**src/rtl/game_input_ctrl.sv**
```systemverilog
// Button front-end for the board game datapath: synchronise, debounce and edge-detect
// three keys, then sequence put -> wait -> turn with validation of the target cell.
module game_input_ctrl #(
  parameter int DEBOUNCE_CYCLES = 500000,
  parameter int CNT_W           = 20
) (
  input  logic clock,
  input  logic resetn,
  input  logic key_put,
  input  logic key_right,
  input  logic key_down,
  input  logic cell_empty,
  input  logic game_over,
  output logic put,
  output logic right,
  output logic down,
  output logic turn_control,
  output logic reject,
  output logic busy
);

  localparam logic [CNT_W-1:0] CNT_MAX = CNT_W'(DEBOUNCE_CYCLES - 1);

  typedef enum logic [1:0] {
    IDLE = 2'd0,
    PUT  = 2'd1,
    WAIT = 2'd2,
    TURN = 2'd3
  } state_t;

  // Bit order across the per-key vectors: [0]=put, [1]=right, [2]=down.
  logic [2:0]       keys;
  logic [2:0]       sync1;
  logic [2:0]       sync2;
  logic [2:0]       db;
  logic [2:0]       db_d;
  logic [2:0]       ev;
  logic [CNT_W-1:0] cnt [3];
  state_t           state;

  assign keys = {key_down, key_right, key_put};

  always_ff @(posedge clock or negedge resetn) begin
    if (!resetn) begin
      sync1 <= '1;
      sync2 <= '1;
    end else begin
      sync1 <= keys;
      sync2 <= sync1;
    end
  end

  always_ff @(posedge clock or negedge resetn) begin
    if (!resetn) begin
      db   <= '1;
      db_d <= '1;
      for (int unsigned i = 0; i < 3; i++) cnt[i] <= '0;
    end else begin
      db_d <= db;
      for (int unsigned i = 0; i < 3; i++) begin
        if (sync2[i] == db[i]) begin
          cnt[i] <= '0;
        end else if (cnt[i] == CNT_MAX) begin
          db[i]  <= sync2[i];
          cnt[i] <= '0;
        end else begin
          cnt[i] <= cnt[i] + 1'b1;
        end
      end
    end
  end

  // Press event is the cycle right after the debounced level falls; releases are ignored.
  always_comb begin
    ev = db_d & ~db;
  end

  always_ff @(posedge clock or negedge resetn) begin
    if (!resetn) begin
      state        <= IDLE;
      put          <= 1'b0;
      right        <= 1'b0;
      down         <= 1'b0;
      turn_control <= 1'b0;
      reject       <= 1'b0;
      busy         <= 1'b0;
    end else begin
      put          <= 1'b0;
      right        <= 1'b0;
      down         <= 1'b0;
      turn_control <= 1'b0;
      reject       <= 1'b0;
      case (state)
        IDLE: begin
          busy <= 1'b0;
          if (ev[0]) begin
            if (cell_empty && !game_over) begin
              state <= PUT;
              put   <= 1'b1;
              busy  <= 1'b1;
            end else begin
              reject <= 1'b1;
            end
          end else if (ev[1]) begin
            right <= 1'b1;
          end else if (ev[2]) begin
            down <= 1'b1;
          end
        end
        PUT: begin
          state <= WAIT;
          busy  <= 1'b1;
        end
        WAIT: begin
          state        <= TURN;
          turn_control <= 1'b1;
          busy         <= 1'b1;
        end
        TURN: begin
          state <= IDLE;
          busy  <= 1'b0;
        end
        default: begin
          state <= IDLE;
          busy  <= 1'b0;
        end
      endcase
    end
  end

endmodule

```
**config.mk**
```make
export PLATFORM = sky130hd
export DESIGN_NAME = game_input_ctrl
export DESIGN_NICKNAME = d
export VERILOG_FILES = /design/src/rtl/game_input_ctrl.sv
export SDC_FILE = /design/constraint.sdc
export NUM_CORES = 1
export LEC_CHECK = 0
export BUFFER_PORTS_ARGS = -buffer_cell sky130_fd_sc_hd__buf_2
export CAP_MARGIN = 10
export CORE_MARGIN = 1
export CORE_UTILIZATION = 55
export DETAILED_ROUTE_END_ITERATION = 16
export PLACE_DENSITY = 0.76
export SETUP_SLACK_MARGIN = 0.15
export SYNTH_ARGS = -nofsm -noshare
export SYNTH_HDL_FRONTEND = slang
export SYNTH_SLANG_ARGS = --single-unit
```
**constraint.sdc**
```tcl
create_clock -name clock -period 2.3 [get_ports clock]
set_input_delay 0.46 -clock clock [delete_from_list [all_inputs] [get_ports clock]]
set_output_delay 0.46 -clock clock [all_outputs]
set_load 0.005 [all_outputs]
```
==> reports/metrics.yaml <==
route:
  drt_first_iter_violations: 184
  ant_nets: 0
  vias: 2654
  wl_per_cell_microns: 13.92
  avgViaCountPerCell: 5.732
  firstDrtPassIters: 5
  wirelength_microns: 6445
  drc: 0
worst_setup_path:
  end_kind: "flip-flop"
  critPathTopFamily: "simple AND/OR/NAND/NOR gates"
  arrival_ps: 2220
  critical_path_class: "reg2reg"
  required_ps: 2510
  slowest_delay_ps: 540
  path_depth: 4
  rrSetupSlack_ps: 290
  reg2regPathDepth: 4
  worst-path-max-fanout: 17
  cp_slowest_cell: "or4b_1"
  critical_path.endpoint: "cnt[29]"
  startpoint: "cnt[32]"
  r2r-end: "cnt[29]"
  crit_buf_inv: 0
  crit_chain: "or4b_1 > or3_4 > o21bai_4 > nor2_1"
  crit_path_start_kind: "flip-flop"
  r2r_start: "cnt[32]"
logic_synthesis:
  synth_most_common_cell: "dfrtp_1"
  syn_avg_cell_area_sq_um: 10.48
  syn_nets: 374
  synth-seq-cells: 80
  yosysSeqAreaShare_pct: 53.15
  synthTopCellsByCount: "dfrtp_1 (68), nor2_1 (60), xnor2_1 (36)"
  yosysWarnings: 0
  syn_inst: 362
  async_flop_share_pct: 100.0
  synth_flop_cell: "dfrtp_1"
  netlist.top_cell.by_area: "dfrtp_1"
  syn_area_sq_um: 3795
  synth_cell_types: 44
  yosysTopAreaCellShare_pct: 44.84
  synth.area.top_cells: "dfrtp_1 (45%), dfstp_2 (8.3%), xnor2_1 (8.3%)"
  synth-edff-count: 0
floorplanning:
  core_sq_um: 6495
  row_count: 29
  die_w_microns: 85.07
  dieArea_sq_um: 7236
  die_y_microns: 85.07
  ios: 13
  initial_core_util_pct: 58.43
power:
  power_leakage_uw: 0.001672
  p_per_area_nw_per_um2: 589.7
  ir_drop_mv: 0.5314
  p_total_uw: 2431
sta:
  clock_skew_ps: 9.509
  hold_violations: 0
  final-setup-viol-count: 0
  setup_tns_ps: 0
  max_freq_mhz: 497.4
  worst_pin_slew_ps: 600.6
  worst_slack_ps: 289.4
  post-route-min-period_ps: 2011
  period_share_pct: 87.42
  grt_setup_unrepaired: "false"
  slew_violations: 0
  slew_headroom_pct: 59.96
place:
  post-place-ws_ps: 321.7
  place_hpwl_microns: 4524
  portBuffers: 12
  finalWeightedCongestion: 0.8467
clock_tree:
  postCtsSetupBuffers: 0
  clkLatencyLatePin_ps: 340
  numCtsBuffers: 9
  hold_buffers: 0
  cts_tree: "yes"
  htree_levels: 3
  cts_resized: 0
  clock_sinks: 80
  clockRootBuffer: "clkbuf_8"
  clockBufferDepth: 2
  clk_pin_slew_ps: 90
global_route:
  grt-ovfl-total: 0
  grt_pass1_wl_microns: 11390
  use_met1_pct: 26.19
  grt.total_usage_pct: 19.94
  top_usage_layer: "met2"
  grt_pass1_vias: 2592
  grt_use_met3_pct: 3.405
  antenna_found_initial: 0
  met2_usage_pct: 32.70
  grt_max_degree: 49
run_status:
  outcome: "finished, final reports clean"
job:
  drv_cap: 0
finish:
  n_antenna_cell: 0
  fin_nets: 393
  fill_cells: 497
  area_growth_pct: 8.638
  layout-drive-gt1-share_pct: 14.51
min_path:
  hold_path.class: "in2async"
## layout make-up
cell class / count / area, sq um / share of cell area [%]
Clock inverter: 6 / 43.79 / 1.062
Inverter: 14 / 52.55 / 1.275
Timing Repair Buffer: 16 / 105.1 / 2.549
Multi-Input combinational cell: 260 / 1680 / 40.76
Clock buffer: 10 / 127.6 / 3.096
Sequential cell: 80 / 2017 / 48.92
Tap cell: 77 / 96.34 / 2.337
## worst min-delay path by stage
stage                     endpoint  slack (ps)  startpoint
final                      cnt[37]         120      resetn
after CTS                  cnt[37]         130      resetn
after floorplan               busy         160      resetn
after global routing       cnt[37]         160      resetn
after global placement    sync2[0]         350    sync1[0]
after detailed placement  sync2[2]         350    sync1[2]
## metrics by stage
step | utilization (%) | hold WS (ps) | cells | instance area (sq um)
global route | 63.48 | 159.8 | 463 | 4123
finish | 63.48 | 123.8 | 463 | 4123
CTS | 63.48 | 128.0 | 463 | 4123
global placement | 60.84 | 346.7 | 447 | 3951
detailed placement | 60.84 | 347.2 | 447 | 3951
floorplan | - | 164.4 | 362 | 3795
## report_power, final
part,switching [uW],total (uW),internal (uW)
Clock,499,897,398
Combinational,57.3,85.6,28.4
Sequential,20.1,1450,1430
## registers in the layout, summed over array words and instances, names as in the netlist
| signal | count |
|---|---|
| cnt | 60 |
| db | 3 |
| db_d | 3 |
| sync1 | 3 |
| sync2 | 3 |
| state | 2 |
| busy | 1 |
| down | 1 |
| put | 1 |
| reject | 1 |
| right | 1 |
| turn_control | 1 |
## cells in the final DEF (no fill, tap or decap), drive strengths merged, types with 8 or more instances in the layout
cell type / Yosys / routed
dfrtp: 68 / 68
nor2: 60 / 60
xnor2: 36 / 36
nand3: 21 / 21
nand4: 20 / 20
nor4: 18 / 18
inv: 14 / 16
buf: 4 / 16
nand2: 15 / 15
xor2: 12 / 12
dfstp: 12 / 12
nor3: 11 / 11
clkbuf: 4 / 10
a21oi: 8 / 8
## per-layer routing
layer	part of all wire (%)	vias to the layer above
met5	0	-
met4	0.76	0
met3	3.2	6
met2	48	46
met1	48	1295
li1	-	1307
## cells by family after synthesis
group / after synthesis / share of synthesized area, %
buffers and inverters: 22 / 2.571
xor gates and xnor gates: 48 / 11.08
adders and majority gates: 5 / 1.649
DFF: 80 / 53.15
muxes: 8 / 2.209
and+or+nand+nor: 180 / 25.95
AOI/OAI and AO/OA: 19 / 3.396
## worst reg2reg max path: stages (launching register included)
cell	delay [ps]
dfrtp_1	440
or4b_1	540
or3_4	420
o21bai_4	380
nor2_1	110
(Power assumes the default switching activity.)
